===== src/rtl/div_pkg.sv =====
// Shared definitions for the multi-cycle divider: FSM state encoding and
// helpers that locate the remainder (HI) and quotient (LO) halves of a result.
package div_pkg;

    typedef enum logic [1:0] {
        DIV_IDLE   = 2'd0,
        DIV_BYZERO = 2'd1,
        DIV_ON     = 2'd2,
        DIV_END    = 2'd3
    } div_state_e;

    // Result is {remainder, quotient}: HI occupies [2W-1:W], LO occupies [W-1:0].
    function automatic int hi_msb(input int width);
        return 2 * width - 1;
    endfunction

    function automatic int hi_lsb(input int width);
        return width;
    endfunction

    function automatic int lo_msb(input int width);
        return width - 1;
    endfunction

endpackage


===== src/rtl/div_step.sv =====
// One restoring-division iteration: shift the next dividend bit into the
// partial remainder and keep the trial difference when it does not borrow.
module div_step
    import div_pkg::*;
#(
    parameter int WIDTH = 32
) (
    input  logic [WIDTH-1:0] rem,
    input  logic             dvd_bit,
    input  logic [WIDTH-1:0] divisor,
    output logic [WIDTH-1:0] rem_next,
    output logic             q_bit
);

    logic [WIDTH:0] shifted;
    logic [WIDTH:0] diff;

    // The partial remainder is always below the divisor, so the shifted value
    // fits in WIDTH+1 bits and the top bit of the difference is the borrow.
    always_comb begin
        shifted  = {rem, dvd_bit};
        diff     = shifted - {1'b0, divisor};
        q_bit    = ~diff[WIDTH];
        rem_next = q_bit ? diff[WIDTH-1:0] : shifted[WIDTH-1:0];
    end

endmodule


===== src/rtl/div_unit.sv =====
// Multi-cycle signed/unsigned restoring divider for the EX stage HI/LO path.
// One quotient bit per clock; result = {remainder, quotient}, all outputs registered.
module div_unit
    import div_pkg::*;
#(
    parameter int   WIDTH = 32,
    localparam int  CNT_W = $clog2(WIDTH) + 1
) (
    input  logic               clk,
    input  logic               rst,
    input  logic               start,
    input  logic               annul,
    input  logic               signed_op,
    input  logic [WIDTH-1:0]   opdata1,
    input  logic [WIDTH-1:0]   opdata2,
    output logic [2*WIDTH-1:0] result,
    output logic               ready,
    output logic               busy,
    output logic               div_by_zero
);

    div_state_e        state;
    logic [CNT_W-1:0]  cnt;
    logic [WIDTH-1:0]  rem_q;
    logic [WIDTH-1:0]  dvd_q;
    logic [WIDTH-1:0]  dsr_q;
    logic              sign1_q;
    logic              sign2_q;
    logic              sop_q;

    logic [WIDTH-1:0]  abs1;
    logic [WIDTH-1:0]  abs2;
    logic [WIDTH-1:0]  rem_nx;
    logic              q_bit;
    logic [WIDTH-1:0]  quo_nx;
    logic [WIDTH-1:0]  quo_fix;
    logic [WIDTH-1:0]  rem_fix;
    logic              last_step;

    div_step #(.WIDTH(WIDTH)) u_step (
        .rem      (rem_q),
        .dvd_bit  (dvd_q[WIDTH-1]),
        .divisor  (dsr_q),
        .rem_next (rem_nx),
        .q_bit    (q_bit)
    );

    // The dividend register doubles as the quotient: each step shifts one
    // dividend bit out of the top and one quotient bit in at the bottom.
    assign quo_nx    = {dvd_q[WIDTH-2:0], q_bit};
    assign last_step = (cnt == CNT_W'(WIDTH - 1));

    always_comb begin
        // NOTE: every variable gets a default before any conditional update,
        // so no path leaves it unassigned and no latch is inferred.
        abs1    = opdata1;
        abs2    = opdata2;
        quo_fix = quo_nx;
        rem_fix = rem_nx;
        if (signed_op && opdata1[WIDTH-1]) abs1 = -opdata1;
        if (signed_op && opdata2[WIDTH-1]) abs2 = -opdata2;
        if (sop_q && (sign1_q ^ sign2_q))  quo_fix = -quo_nx;
        if (sop_q && sign1_q)              rem_fix = -rem_nx;
    end

    always_ff @(posedge clk or negedge rst) begin
        if (!rst) begin
            // NOTE: sequential state uses non-blocking assignments only, so
            // every register samples the pre-edge values of the others.
            state       <= DIV_IDLE;
            cnt         <= '0;
            rem_q       <= '0;
            dvd_q       <= '0;
            dsr_q       <= '0;
            sign1_q     <= 1'b0;
            sign2_q     <= 1'b0;
            sop_q       <= 1'b0;
            result      <= '0;
            ready       <= 1'b0;
            busy        <= 1'b0;
            div_by_zero <= 1'b0;
        end else begin
            case (state)
                DIV_IDLE: begin
                    if (start && !annul) begin
                        busy <= 1'b1;
                        if (opdata2 == '0) begin
                            state <= DIV_BYZERO;
                        end else begin
                            state   <= DIV_ON;
                            cnt     <= '0;
                            rem_q   <= '0;
                            dvd_q   <= abs1;
                            dsr_q   <= abs2;
                            sign1_q <= opdata1[WIDTH-1];
                            sign2_q <= opdata2[WIDTH-1];
                            sop_q   <= signed_op;
                        end
                    end
                end
                DIV_BYZERO: begin
                    busy <= 1'b0;
                    if (annul) begin
                        state <= DIV_IDLE;
                    end else begin
                        state       <= DIV_END;
                        result      <= '0;
                        ready       <= 1'b1;
                        div_by_zero <= 1'b1;
                    end
                end
                DIV_ON: begin
                    // A flush wins over a completion landing on the same edge.
                    if (annul) begin
                        state <= DIV_IDLE;
                        busy  <= 1'b0;
                    end else begin
                        rem_q <= rem_nx;
                        dvd_q <= quo_nx;
                        cnt   <= cnt + CNT_W'(1);
                        if (last_step) begin
                            result[hi_msb(WIDTH):hi_lsb(WIDTH)] <= rem_fix;
                            result[lo_msb(WIDTH):0]             <= quo_fix;
                            ready       <= 1'b1;
                            div_by_zero <= 1'b0;
                            busy        <= 1'b0;
                            state       <= DIV_END;
                        end
                    end
                end
                DIV_END: begin
                    if (!start) begin
                        state       <= DIV_IDLE;
                        result      <= '0;
                        ready       <= 1'b0;
                        div_by_zero <= 1'b0;
                    end
                end
                default: state <= DIV_IDLE;
            endcase
        end
    end

endmodule

===== config.mk =====
export PLATFORM = sky130hd
export DESIGN_NAME = div_unit
export DESIGN_NICKNAME = d
export VERILOG_FILES = /design/src/rtl/div_pkg.sv /design/src/rtl/div_step.sv /design/src/rtl/div_unit.sv
export SDC_FILE = /design/constraint.sdc
export NUM_CORES = 1
export LEC_CHECK = 0
export ABC_AREA = 1
export ABC_CLOCK_PERIOD_IN_PS = 5000
export CAP_MARGIN = 40
export CORE_MARGIN = 2
export CORE_UTILIZATION = 59
export DETAILED_ROUTE_END_ITERATION = 10
export GPL_TIMING_DRIVEN = 0
export PLACE_DENSITY = 0.82
export SETUP_SLACK_MARGIN = 0.2
export SLEW_MARGIN = 20
export SYNTH_ARGS = -nofsm -noshare
export SYNTH_HDL_FRONTEND = slang
export SYNTH_SLANG_ARGS = --single-unit

===== constraint.sdc =====
create_clock -name clk -period 5 [get_ports clk]
set_input_delay 0.75 -clock clk [delete_from_list [all_inputs] [get_ports clk]]
set_output_delay 0.75 -clock clk [all_outputs]
set_load 0.01 [all_outputs]

======== Word-level counts from Yosys, hierarchy flattened ========
Cells that the tools add are included.
word-level totals
  word-level logic and storage cells ...... 88
  flip-flop bits (word level) ............. 174
  output and inout port bits .............. 67
  input port bits ......................... 69
cells by class
  muxes and demuxes ....................... 40
  eq/ne operators ......................... 11
  add/sub/neg operators ................... 6
  reductions and logical operators ........ 16
  bitwise logic cells ..................... 3
operator list
  cell                 count
  $mux 32              11
  $mux 64              4
  $pmux 64 s3          1
  $neg 32->32          4
  $pmux 32 s2          2
  $sub 33x32->33       1
  $logic_not 32->1     1
  $mux 6               3
  $mux 2               6
  $ne 2x2->1 const B   6
  $pmux 6 s2           1
  $pmux 1 s3           3
  $reduce_and 3->1     3
  $mux 1               8
  $pmux 2 s4           1
  $add 6x1->6 const B  1
  $eq 6x5->1 const B   1
  $reduce_bool 3->1    2
  $logic_and 1x1->1    5
  $reduce_and 5->1     1
  $eq 2x2->1 const B   2
  $reduce_and 4->1     1
  $ne 3x3->1 const B   1
  $eq 2x1->1 const B   1
  other kinds (5)      6

======== Longest topological paths before layout ========
Gate-level depths: netlist of run 1.
  depth in word-level cells ............... 7
  mapped depth ............................ 29
  mapped depth without buffers ............ 28

======== Hierarchy ========
Synthesis of run 1 repeated with hierarchy kept, for this count alone.
unflattened totals
  cells, all modules ...................... 2,254
  area, all modules ....................... 13,974.7 um^2
modules (own cells, without submodules)
  module    area each (um^2)  cells an instance  sequential area each (um^2)  instances
  div_unit  10,674.0          1,570              4,354.2                      1
  div_step  3,300.7           684                0.0                          1

======== Least setup slack after synthesis of run 1 ========
No wires, ideal clock.
  kind .................................... flip-flop to flip-flop
  start point ............................. register dvd_q[31]
  end point ............................... register result[28]
  slack ................................... 1.318 ns
  data arrival time ....................... 3.600 ns
  path buffers ............................ 1
  library setup time ...................... 0.083 ns
  required time ........................... 4.917 ns
  stages on the path, launching flop included .. 29
  clock period less this slack ............ 3.682 ns
  cell sequence ........................... dfrtp_1 -> inv_1 -> ha_1 -> inv_1 -> fa_1 -> nand2_1 -> nand2_1 -> nand3_2 -> nand2_4 -> nand2_4 -> nand2_4 -> nand2_4 -> nand3_2 -> nand2_4 -> buf_4 -> ha_1 -> nand3_1 -> nor3_1 -> nand2_1 -> nor3_2 -> nand4_1 -> nor2_1 -> nand2_1 -> nand2_1 -> o21ai_1 -> a21o_1 -> nand2_1 -> nand2_1 -> o21ai_0
between the ends
  cells in the longest elaborated chain, start to end .. 7
RTL lines
  what                           RTL line         source
  start, declared                div_unit.sv:25   logic [WIDTH-1:0] dvd_q;
  start signal, assigned         div_unit.sv:93   dvd_q <= abs1;
  start signal, assigned         div_unit.sv:119  dvd_q <= quo_nx;
  $sub 33x32->33                 div_step.sv:22   diff = shifted - {1'b0, divisor};
  $not 1->1                      div_step.sv:23   q_bit = ~diff[WIDTH];
  $neg 32->32                    div_unit.sv:62   if (sop_q && (sign1_q ^ sign2_q)) quo_fix = -quo_nx;
  $mux 32                        div_unit.sv:62
  $mux 64                        div_unit.sv:121  if (last_step) begin
  $mux 64                        div_unit.sv:114  if (annul) begin
  $pmux 64 s3                    div_unit.sv:83   case (state)
  end signal, assigned by index  div_unit.sv:122  result[hi_msb(WIDTH):hi_lsb(WIDTH)] <= rem_fix;
  end signal, assigned by index  div_unit.sv:123  result[lo_msb(WIDTH):0] <= quo_fix;
  end, declared                  div_unit.sv:16   output logic [2*WIDTH-1:0] result,
No other way between the ends. The select of a mux whose other input is x is not followed.
A chain may end at the register's enable or synchronous reset.

======== Worst setup path in the final report of run 1 ========
Same ends and word-level chain as after synthesis.

==> results of run 1 <==
-- state kept, by name, indices dropped and copies added, names as in the netlist --
signal	flops
sign2_q	1
sop_q	1
div_by_zero	1
state	2
dvd_q	32
ready	1
sign1_q	1
dsr_q	32
cnt	6
busy	1
rem_q	32
result	64
-- per-layer routing --
layer	part of all wire, %	vias to the layer above
li1	-	6510
met1	41	6318
met2	47	616
met3	7.9	109
met4	3.3	0
met5	0	-
-- worst reg2reg max path, delay by kind of cell (launching register included) --
family | cells | cell delay [ns]
DFF | 1 | 0.39
and+or+nand+nor | 19 | 2.44
adders and majority gates | 3 | 0.77
AOI/OAI and AO/OA | 3 | 0.47
buffers and inverters | 3 | 0.33
-- cell usage after synthesis (5+ instances only) --
| cell | instances | area, µm² |
|---|---|---|
| o22ai_1 | 10 | 62.6 |
| dfrtp_1 | 174 | 4350 |
| a22oi_1 | 13 | 97.6 |
| nand4_1 | 31 | 194 |
| nor2_4 | 10 | 113 |
| ha_1 | 42 | 526 |
| xnor2_1 | 31 | 272 |
| clkbuf_1 | 35 | 131 |
| o221ai_1 | 20 | 175 |
| nand2_2 | 33 | 206 |
| o21ai_1 | 24 | 120 |
| nor2_1 | 146 | 548 |
| o21bai_1 | 5 | 37.5 |
| a21oi_1 | 46 | 230 |
| inv_1 | 250 | 938 |
| nand2_1 | 596 | 2240 |
| nor3_1 | 31 | 155 |
| nand3b_1 | 8 | 60.1 |
| o21ai_0 | 132 | 661 |
| buf_2 | 7 | 35.0 |
| nand2_4 | 14 | 158 |
| a32o_1 | 5 | 50.1 |
| xor2_1 | 51 | 447 |
| inv_2 | 13 | 48.8 |
| o31ai_1 | 6 | 45.0 |
| nand3_1 | 100 | 500 |
| nor4_1 | 10 | 62.6 |
| o21ai_2 | 5 | 43.8 |
| and2_1 | 6 | 37.5 |
| nor2_2 | 10 | 62.6 |
-- cell families after synthesis --
family                     after synthesis  synth area share (%)
adders and majority gates               43                  4.16
xor gates and xnor gates                82                  5.48
DFF                                    174                  33.2
AOI/OAI and AO/OA                      289                  13.2
buffers and inverters                  318                  9.58
and+or+nand+nor                       1014                  34.3
muxes                                    1                0.0764
-- layout make-up --
type / count / area, µm²
Fill cell: 1900 / 6320
Tap cell: 280 / 350
Timing Repair Buffer: 142 / 1420
Buffer: 53 / 265
Sequential cell: 174 / 4350
Multi-Input combinational cell: 1429 / 7530
Clock buffer: 21 / 470
Clock inverter: 11 / 113
Inverter: 265 / 995
-- per-stage QoR --
step / utilization (%) / instance area, µm² / worst slack (ns) / cells / hold slack (ns)
after floorplan: - / 13100 / 1.32 / 1921 / 0.453
after global placement: 67.9 / 14800 / -4.16 / 2336 / 0.463
after detailed placement: 68.1 / 14900 / 0.399 / 2340 / 0.465
after CTS: 70.8 / 15400 / 0.357 / 2372 / 0.336
after global routing: 71.0 / 15500 / 0.176 / 2375 / 0.363
final: 71.0 / 15500 / 0.535 / 2375 / 0.298
-- how the worst min path moves through the flow --
stage               startpoint          to  depth (start not counted)
finish                     rst   rem_q[29]                          1
global route               rst  result[58]                          1
CTS                        rst  result[58]                          1
detailed placement  result[58]  result[58]                          2
global placement    result[58]  result[58]                          2
floorplan                  rst        busy                          0
-- what timing repair did --
item | in CTS | in global routing
buffers inserted | 0 | 3
endpoints found under the setup margin | 0 | 4
gates resized for setup | 0 | 8
==> impl_metrics.tcl, run 1 <==
set metrics [dict create \
    fp.coreArea_mm2 0.0218 \
    synth-edff-count 0 \
    holdBufCountCts 0 \
    place_hpwl_mm 33.2 \
    report.final.slew_viol_count 0 \
    n_antenna_cell 0 \
    cp_max_fo 10 \
    tightestPinTransition_ns 0.855 \
    grt_start_max_net_pins 93 \
    die_w_um 153 \
    rows 54 \
    met2_usage_pct 61.4 \
    cp_slowest_cell "fa_1" \
    overflow 0 \
    worst-path-buf-inv 3 \
    yosysUniqueCellTypes 56 \
    fmax_mhz 224 \
    grt_util_met3_pct 5.59 \
    status "complete, no violations" \
    dieArea_mm2 0.0234 \
    critical_path_required_ns 5.36 \
    synth_warnings 0 \
    async_reset_ff_share_pct 100 \
    num_vias 13600 \
    numCtsBuffers 17 \
    cp-endpoint "result[28]" \
    path_depth 28 \
    grt_pass1_wl_mm 68.3 \
    r2r_slack_ns 0.54 \
    grt_pass1_vias 13000 \
    skew_ns 0.0194 \
    antenna_found_initial 2 \
    hold_viol 0 \
    final_common_cell "nand2_1" \
    r2r-end "result[28]" \
    syn_area_per_cell_um2 6.82 \
    clock_sinks 174 \
    rsz0062_at_grt "false" \
    synth_nets 2033 \
    totalWireLength_mm 42.5 \
    drive_above_1_share_pct 7.54 \
    cpLargestDelayFamily "simple AND/OR/NAND/NOR gates" \
    critPathLaunchType "register" \
    r2r.worst_path.cells 28 \
    nets 2194 \
    arrival_ns 4.83 \
    port_buffers 135 \
    ys_seq_area_share_pct 33.2 \
    mostFrequentLayoutCells "595 x nand2_1, 250 x inv_1, 174 x dfrtp_1" \
    viasPerCell 5.71 \
    ctsLongestPathBuffers 2 \
    fin_crit_sh_pct 89.3 \
    groute.usage.overall_pct 36.6 \
    cts.htree.levels 4 \
    antenna_violating_nets_post_route 0 \
    crit_path_start "dvd_q[31]" \
    syn_to_final_growth_pct 18.3 \
    crit_type "reg2reg" \
    hold_path.class "in2async" \
    insertion_delay_ns 0.45 \
    max_cap_violations 0 \
    first_pass_iters 5 \
    drt_iter0_markers 1337 \
    cp_common_cell "nand2_1" \
    synth_seq_cells 174 \
    root_buffer "clkbuf_16" \
    worstReg2RegStart "dvd_q[31]" \
    finalCriticalPeriod_ns 4.46 \
    synthesis.area_mm2 0.0131 \
    cts_tree "yes" \
    cp-end-kind "register" \
    fin_setup_tns_ns 0 \
    slew_headroom_pct 42.4 \
    netlist_instances 1921 \
    max_stage_delay_ns 0.40 \
    yosys_most_used_dff "dfrtp_1" \
    setup_viol 0 \
    grt.busiest_layer "met2" \
    globalplace.congestion 0.962 \
    ios 136 \
    drc_errors 0 \
    die_h_um 153 \
    wire_per_inst_um 17.9 \
    cts.clk_slew.worst_paths_ns 0.08 \
    initial_core_util_pct 60.1 \
    grtUsageMet1_pct 48.4 \
]
Power of run 1 is left out: the tool's default activity adds up to more than one toggle a clock period on the data nets, which glitch-free logic cannot reach.
==> run 2: changes to the inputs <==
CORE_UTILIZATION = 60   (was 59)
DONT_BUFFER_PORTS = 1   (was unset)
PLACE_DENSITY = 0.76   (was 0.82)
==> run 2 against run 1 <==
  * Count of clock-buffer cells in the layout fell by 4
  * Worst hold slack lost 0.28 ns
  * Utilization shrank 5.6 points
  * Critical path depth stayed put
  * First-iteration DRC count is 23% lower
  * Worst setup slack improved by 0.0069 ns
  * Via count fell by 4.2%
  * Register-to-register slack about the same
  * Die area fell by 1.6%
  * Wire length is 2.8% lower
==> impl_metrics.tcl, run 2 (same netlist as run 1, synthesis figures left out) <==
set metrics [dict create \
    status "complete, no violations" \
    root_buffer "clkbuf_16" \
    design_area_mm2 0.0141 \
    fin_crit_sh_pct 89.2 \
    slew_headroom_pct 49.3 \
    r2r.worst_path.cells 28 \
    cp-end-kind "register" \
    totalWireLength_mm 41.3 \
    grt_pass1_vias 12700 \
    grt_pass1_wl_mm 65.8 \
    cp_max_fo 10 \
    final_common_cell "nand2_1" \
    place_area_mm2 0.0135 \
    cts.clk_slew.worst_paths_ns 0.07 \
    wire_per_inst_um 18.5 \
    num_vias 13000 \
    drive_above_1_share_pct 7.93 \
    skew_ns 0.0182 \
    fin_setup_tns_ns 0 \
    antenna_found_initial 0 \
    globalplace.congestion 0.971 \
    holdBufCountCts 0 \
    tightestPinTransition_ns 0.754 \
    insertion_delay_ns 0.45 \
    worst-path-buf-inv 3 \
    crit_type "reg2reg" \
    hold_path.class "in2async" \
    ctsLongestPathBuffers 2 \
    cp_slowest_cell "fa_1" \
    arrival_ns 4.83 \
    path_depth 28 \
    largest_reg_flops 64 \
    place_hpwl_mm 32.2 \
    cts.htree.levels 4 \
    grt_start_max_net_pins 175 \
    fmax_mhz 224 \
    critical_path_required_ns 5.37 \
    ios 136 \
    syn_to_final_growth_pct 7.87 \
    fp.coreArea_mm2 0.0216 \
    dieArea_mm2 0.0230 \
    die_w_um 152 \
    pre_cts_slack_ns 0.403 \
    numCtsBuffers 17 \
    dp_cells 2202 \
    first_pass_iters 7 \
    mostFrequentLayoutCells "594 x nand2_1, 250 x inv_1, 174 x dfrtp_1" \
    max_cap_violations 0 \
    port_buffers 0 \
    regMostFlops "result" \
    rows 54 \
    cts_tree "yes" \
    hold_viol 0 \
    groute.usage.overall_pct 35.9 \
    nets 2053 \
    setup_viol 0 \
    n_antenna_cell 0 \
    final_cells 2234 \
    finalCriticalPeriod_ns 4.46 \
    initial_core_util_pct 60.6 \
    clock_sinks 174 \
    critPathLaunchType "register" \
    max_stage_delay_ns 0.41 \
    drt_iter0_markers 1028 \
    drc_errors 0 \
    antenna_violating_nets_post_route 0 \
    viasPerCell 5.81 \
    rsz0062_at_grt "false" \
    r2r_slack_ns 0.54 \
    final.setup.worst_slack_ns 0.542 \
    report.final.slew_viol_count 0 \
    cpLargestDelayFamily "simple AND/OR/NAND/NOR gates" \
    overflow 0 \
    die_h_um 152 \
]
## run 2: cell types whose count changed in the layout (fill, tap and decap cells not counted), moves of 2 or more
cell,before,now
buf_2,9,7
buf_4,5,2
bufinv_16,0,2
clkbuf_8,3,0
clkdlybuf4s50_1,134,0
clkinv_4,0,3
## run 2: layer usage
metal  GRT usage [%]  routed length [µm]  share of wire [%]
met5               0                   0                  0
met4            16.5                1820                4.4
met2            58.1               19200                 46
met1            46.5               16800                 41
met3            7.39                3460                8.4
## run 2: worst paths after layout
path	startpoint	end
worst max-delay path	dvd_q[31]	result[28]
worst min-delay path	rst	rem_q[29]
worst max register to register	dvd_q[31]	result[28]
worst min register to register	dsr_q[22]	dsr_q[22]
max in group asynchronous	rst	dsr_q[24]
min in group clk	opdata1[31]	sign1_q
## run 2: area by class of cell
cell class	instances	area, µm²
tap	280	350
timing repair buffer	1	7.51
sequential	174	4350
fill	2056	7480
clock buffer	17	425
clock inverter	15	195
multi-input combinational	1429	7540
inverter	265	995
buffer	53	269
## run 2: metrics by stage
stage	utilization (%)	hold WS, ns
finish	65.4	0.0186
global route	65.4	0.00582
CTS	65.2	0.0000256
detailed placement	62.3	0.465
global placement	62.2	0.464
floorplan	-	0.453
## run 2: worst reg2reg max path: cells and delay by family (launching register included)
kind            cells  cell delay, ns
flops               1            0.38
simple gates       19            2.47
buf+inv             3            0.33
compound gates      3            0.47
fa+ha+maj           3            0.74
## run 2: what timing repair did
action                     4_1_cts  5_1_grt
resized for setup                0       11
setup endpoints to repair        0        5
setup buffers                    0        0
Power of run 2 is left out for the same reason.
==> run 3: changes to the inputs <==
--- a/config.mk
+++ b/config.mk
@@ -11,7 +11,9 @@
 export CORE_MARGIN = 2
 export CORE_UTILIZATION = 60
+export CTS_CLUSTER_DIAMETER = 200
 export DETAILED_ROUTE_END_ITERATION = 10
 export DONT_BUFFER_PORTS = 1
 export GPL_TIMING_DRIVEN = 0
+export HOLD_SLACK_MARGIN = 0.03
 export PLACE_DENSITY = 0.76
 export SETUP_SLACK_MARGIN = 0.2
==> constraint.sdc (replaced) <==
create_clock -name clk -period 5 [get_ports clk]
set_input_delay 0.75 -clock clk [delete_from_list [all_inputs] [get_ports clk]]
set_output_delay 0.75 -clock clk [all_outputs]
set_load 0.1 [all_outputs]
==> run 3 against run 2 <==
  * Flip-flop and latch count stayed put
  * Final cell count is 4.8% higher
  * Global-route usage grew 1.8 points
  * Die area stayed put
  * Sequential share of layout area decreased by 3.3 points
  * Non-clock buffer count rose by 108
  * Design area grew 12%
  * Register-to-register slack better by 0.04 ns
  * Via count increased by 7.3%
  * Wire length up 12%
  * Fmax up 0.95%
  * Count of clock-buffer cells in the layout unchanged
==> impl_metrics.tcl, run 3 (same netlist as run 1, synthesis figures left out) <==
set metrics [dict create \
    port_buffers 0 \
    crit_type "reg2reg" \
    antenna_violating_nets_post_route 0 \
    root_buffer "clkbuf_16" \
    critical_path_required_ns 5.36 \
    num_vias 13900 \
    fin_crit_sh_pct 88.3 \
    tightestPinTransition_ns 0.907 \
    first_pass_iters 6 \
    place_area_mm2 0.0146 \
    cts.clk_slew.worst_paths_ns 0.07 \
    pre_cts_slack_ns 0.379 \
    drive_above_1_share_pct 10.2 \
    status "complete, no violations" \
    grt_start_max_net_pins 175 \
    mostFrequentLayoutCells "596 x nand2_1, 250 x inv_1, 174 x dfrtp_1" \
    dieArea_mm2 0.0230 \
    die_w_um 152 \
    r2r_slack_ns 0.58 \
    overflow 0 \
    worstReg2RegStart "dvd_q[31]" \
    max_stage_delay_ns 0.41 \
    rows 54 \
    report.final.slew_viol_count 0 \
    r2r-end "result[28]" \
    fin_setup_tns_ns 0 \
    nets 2161 \
    wire_per_inst_um 19.7 \
    place_hpwl_mm 33.8 \
    cpLargestDelayFamily "simple AND/OR/NAND/NOR gates" \
    cts_tree "yes" \
    hold_viol 0 \
    skew_ns 0.0171 \
    ctsLongestPathBuffers 2 \
    worst-path-buf-inv 3 \
    drc_errors 0 \
    initial_core_util_pct 60.6 \
    cp_max_fo 10 \
    die_h_um 152 \
    grt_pass1_wl_mm 69.1 \
    globalplace.congestion 0.971 \
    totalWireLength_mm 46.1 \
    ios 136 \
    critPathLaunchType "register" \
    insertion_delay_ns 0.45 \
    cts.htree.levels 4 \
    syn_to_final_growth_pct 20.9 \
    max_cap_violations 0 \
    hold_ws_ns 0.184 \
    setup_viol 0 \
    cp_slowest_cell "fa_1" \
    slew_headroom_pct 39.6 \
    r2r.worst_path.cells 28 \
    regMostFlops "result" \
    design_area_mm2 0.0158 \
    n_antenna_cell 0 \
    viasPerCell 5.95 \
    groute.usage.overall_pct 37.7 \
    fp.coreArea_mm2 0.0216 \
    cp_common_cell "nand2_1" \
    antenna_found_initial 0 \
    largest_reg_flops 64 \
    final.setup.worst_slack_ns 0.584 \
    final_common_cell "nand2_1" \
    arrival_ns 4.77 \
    grt_pass1_vias 13200 \
    cp-end-kind "register" \
    drt_iter0_markers 1437 \
    clock_sinks 174 \
    numCtsBuffers 17 \
    fmax_mhz 226 \
    hold_path.class "in2async" \
    finalCriticalPeriod_ns 4.42 \
    rsz0062_at_grt "false" \
]
==> run 3: what timing repair did <==
item,4_1_cts,5_1_grt
hold endpoints to repair,174,74
setup buffers,0,1
gates resized for setup,0,5
endpoints found under the setup margin,0,5
==> run 3: metrics by stage <==
step	util [%]	cells
final	73.3	2342
after global placement	62.2	2201
after CTS	70.2	2293
after global routing	73.3	2342
after floorplan	-	1921
after detailed placement	67.4	2261
==> run 3: how the worst max path moves through the flow <==
stage | start | endpoint | slack [ns] | depth (start not counted)
after floorplan | dvd_q[31] | result[28] | 1.32 | 28
after global placement | dvd_q[31] | result[28] | 0.45 | 28
after detailed placement | dvd_q[31] | result[28] | 0.38 | 28
after CTS | dvd_q[31] | result[28] | 0.32 | 28
after global routing | dvd_q[31] | result[28] | 0.25 | 28
final | dvd_q[31] | result[28] | 0.58 | 28
==> run 3: worst register-to-register path, delay by kind of cell, from the launching register on <==
kind / cells / cell delay (ns)
AND/OR/NAND/NOR: 19 / 2.31
flip-flops: 1 / 0.38
buffers and inverters: 3 / 0.36
adder cells (fa/ha/maj): 3 / 0.76
AO/OA/AOI/OAI: 3 / 0.50
==> run 3: routing by layer <==
metal	global-route usage (%)	part of all wire (%)
met5	0	0
met4	19.4	6.3
met3	7.22	8.3
met2	60.9	46
met1	48.3	40
==> run 3: area by class of cell <==
| class | instances | area (µm²) |
|---|---|---|
| clock buffer | 17 | 425 |
| timing repair buffer | 109 | 1760 |
| inverter | 265 | 995 |
| clock inverter | 15 | 170 |
| buffer | 53 | 262 |
| sequential | 174 | 4350 |
| fill | 1687 | 5770 |
| tap | 280 | 350 |
| multi-input combinational | 1429 | 7530 |
Power of run 3 is left out for the same reason.
==> RTL change (config.mk and constraints of run 2) <==
Make the reset (`rst`) synchronous in one clocked block.
--- a/src/rtl/div_unit.sv
+++ b/src/rtl/div_unit.sv
@@ -65,3 +65,3 @@
 
-    always_ff @(posedge clk or negedge rst) begin
+    always_ff @(posedge clk) begin
         if (!rst) begin
Formal check against the unedited RTL: differs if rst is asserted again (counterexample within 4 cycles, from zero or initial values and one cycle with rst low); with rst held inactive, the same outputs for 4 cycles.
==> RTL change against run 2 <==
Design area down 1.1%. Critical path depth did not move. Global-route usage increased by 0.68 points. Count of clock-buffer cells in the layout increased by 1. Die area shrank 1.1%. Sequential cell count unchanged. Fmax fell by 1.8%. Area after synthesis decreased by 1.1%. Setup slack got worse by 79 ps. Routed wire length barely moved. Cell count grew 10%. Critical path type unchanged. Highest routed layer unchanged.
==> RTL change: results (changes against run 2) <==
- The run finished with clean final reports.
* Count of TritonRoute iterations in the first routing pass: 9 (+2)
- Data arrival, critical path: 4850 ps (+20 ps)
* Slew at the pin closest to its max-slew limit: 802.8 ps (+49.15 ps)
* Number of warnings printed during yosys synthesis: 0 (unchanged)
- The smallest hold slack came to 446.0 ps (+427.4 ps).
* Maximum fanout count along the critical path: 10 (unchanged)
- Number of buffers added by the clock tree synthesis step: 17 (unchanged)
- The worst register-to-register path ends at result[28]$_SDFFE_PN0P_.
- The half-perimeter wire length of the detailed placement result was 33.18 mm (+2.9%).
- Worst reg-to-reg path cell count: 28 (unchanged)
- The worst hold path was traced through 2 stages.
- Clock Root Buffer: clkbuf_16
- Post-Syn Nets: 2257 (+11%)
- The worst setup path is of the reg -> reg kind.
* Post-layout nets: 2281 (+11%)
- Register clock-pin slew on the reported worst setup and hold paths: 70 ps (about the same)
* Via count of the first global-routing pass: 12830 (+1.4%)
- In this run the most critical hold path is launched from opdata1[31].
* Met2 layer wire length in the routed design: 18.98 mm (-1.1%)
- The share of cells above drive strength 1 was 7.745% (-0.19 points).
- The starting DRC count in detailed routing came to 1169 (+14%).
- Ranked by total cell area, the synthesized netlist is headed by dfxtp_1, nand2_1, inv_1.
- Sequential element share of the synthesized area: 26.87% (-6.4 points)
- Grouping stages by cell kind, the critical path spends the most delay in simple AND/OR/NAND/NOR gates.
* Number of levels the H-tree was split into: 4 (unchanged)
- Met3 wire length: 3.329 mm (-3.8%)
* Wire per inst: 16.82 µm (-9.0%)
- The clock skew came to 10.79 ps (-7.391 ps).
- By count the netlist is led by nand2_1, inv_1, a21oi_1.
- Source of the worst register-to-register timing path: dvd_q[31]$_SDFFE_PN0P_
- End point of the worst hold path: sign1_q$_SDFFE_PN0P_
- Overall Global Routing Usage: 36.58% (+0.68 points)
- Cell at the slowest stage of the critical path: fa_2
- The slack of the worst reg-to-reg path was 460 ps (-80 ps).
- The maximum number of pins on one net before global-route repair was 19 (-89%).
- The share of async-settable or async-resettable flops after synthesis is 0% (-100 points).
- Wire length of the first global-routing pass: 64.75 mm (-1.7%)
- The clock insertion delay at the later pin of the skew report is 450 ps (about the same).
- The number of flip-flops under the largest register name came to 64 (unchanged).
- The routed length on met1 is 17.74 mm (+5.5%).
- The largest stage delay on the critical path is 360 ps (-50 ps).
- In this run the worst hold path is classified as in -> reg.
- The initial antenna violation count is 0 (unchanged).
* Vias after detailed routing: 13880 (+6.9%)
- RePlAce Congestion: 0.9831 (+1.2%)
- The number of library cell types mapped by synthesis is 55 (-1.8%).
* Fraction of synthesized cell area taken by the top area cell type: 26.87% (-6.4 points)
-- RTL change: changes by cell type after synthesis, sizes merged, moves of 35 or more --
cell	delta
dfxtp	+174
dfrtp	-174
o21ai	-68
nand2	+100
a21oi	+137
nand3	+35
-- RTL change: where the power goes --
| part | switching, mW | leakage (nW) | total (mW) | internal (mW) |
|---|---|---|---|---|
| Combinational | 2.32 | 5.00 | 3.35 | 1.04 |
| Clock | 0.650 | 0.288 | 1.33 | 0.678 |
| Sequential | 0.137 | 1.41 | 1.65 | 1.52 |
| Total | 3.10 | 6.70 | 6.34 | 3.23 |
-- RTL change: area by class of cell --
class | instances | area, µm²
fillers | 2078 | 7099
plain buffers | 76 | 369.1
clock inverters | 14 | 146.4
clock buffers | 18 | 439.2
well taps | 275 | 344.1
inverters | 278 | 1044
repair buffers | 5 | 37.54
multi-input cells | 1617 | 8125
flip-flops and latches | 174 | 3483
-- RTL change: per-stage QoR --
stage	cells	setup WS [ps]	cell area (µm²)
6_report	2457	462.8	13990
5_1_grt	2457	164.9	13990
4_1_cts	2453	275.8	13910
3_5_place_dp	2421	298.1	13320
3_3_place_gp	2420	425.6	13310
2_1_floorplan	2145	1112	12960
-- RTL change: worst max path at each step --
stage                                          to  slack (ps)
after global placement    result[30]$_SDFFE_PN0P_         430
after detailed placement  result[30]$_SDFFE_PN0P_         300
after CTS                 result[30]$_SDFFE_PN0P_         280
final                     result[28]$_SDFFE_PN0P_         460
after global routing      result[30]$_SDFFE_PN0P_         160
after floorplan           result[30]$_SDFFE_PN0P_        1110
-- RTL change: logic make-up after synthesis --
family | count (synthesis) | share of synthesized area, %
AOI/OAI and AO/OA | 342 | 14.63
xor gates and xnor gates | 76 | 5.134
adders and majority gates | 43 | 4.208
buffers and inverters | 354 | 10.87
DFF | 174 | 26.87
and+or+nand+nor | 1156 | 38.29
-- RTL change: routing by layer --
metal  up-vias  track usage [%]
met5         -                0
met4         0            13.69
met3        80            7.078
met2       529            60.50
met1      6363            47.36
li1       6912                -
-- RTL change: what timing repair did --
action,CTS,global route
setup endpoints to repair,0,5
resized for setup,0,11
setup buffers,0,4
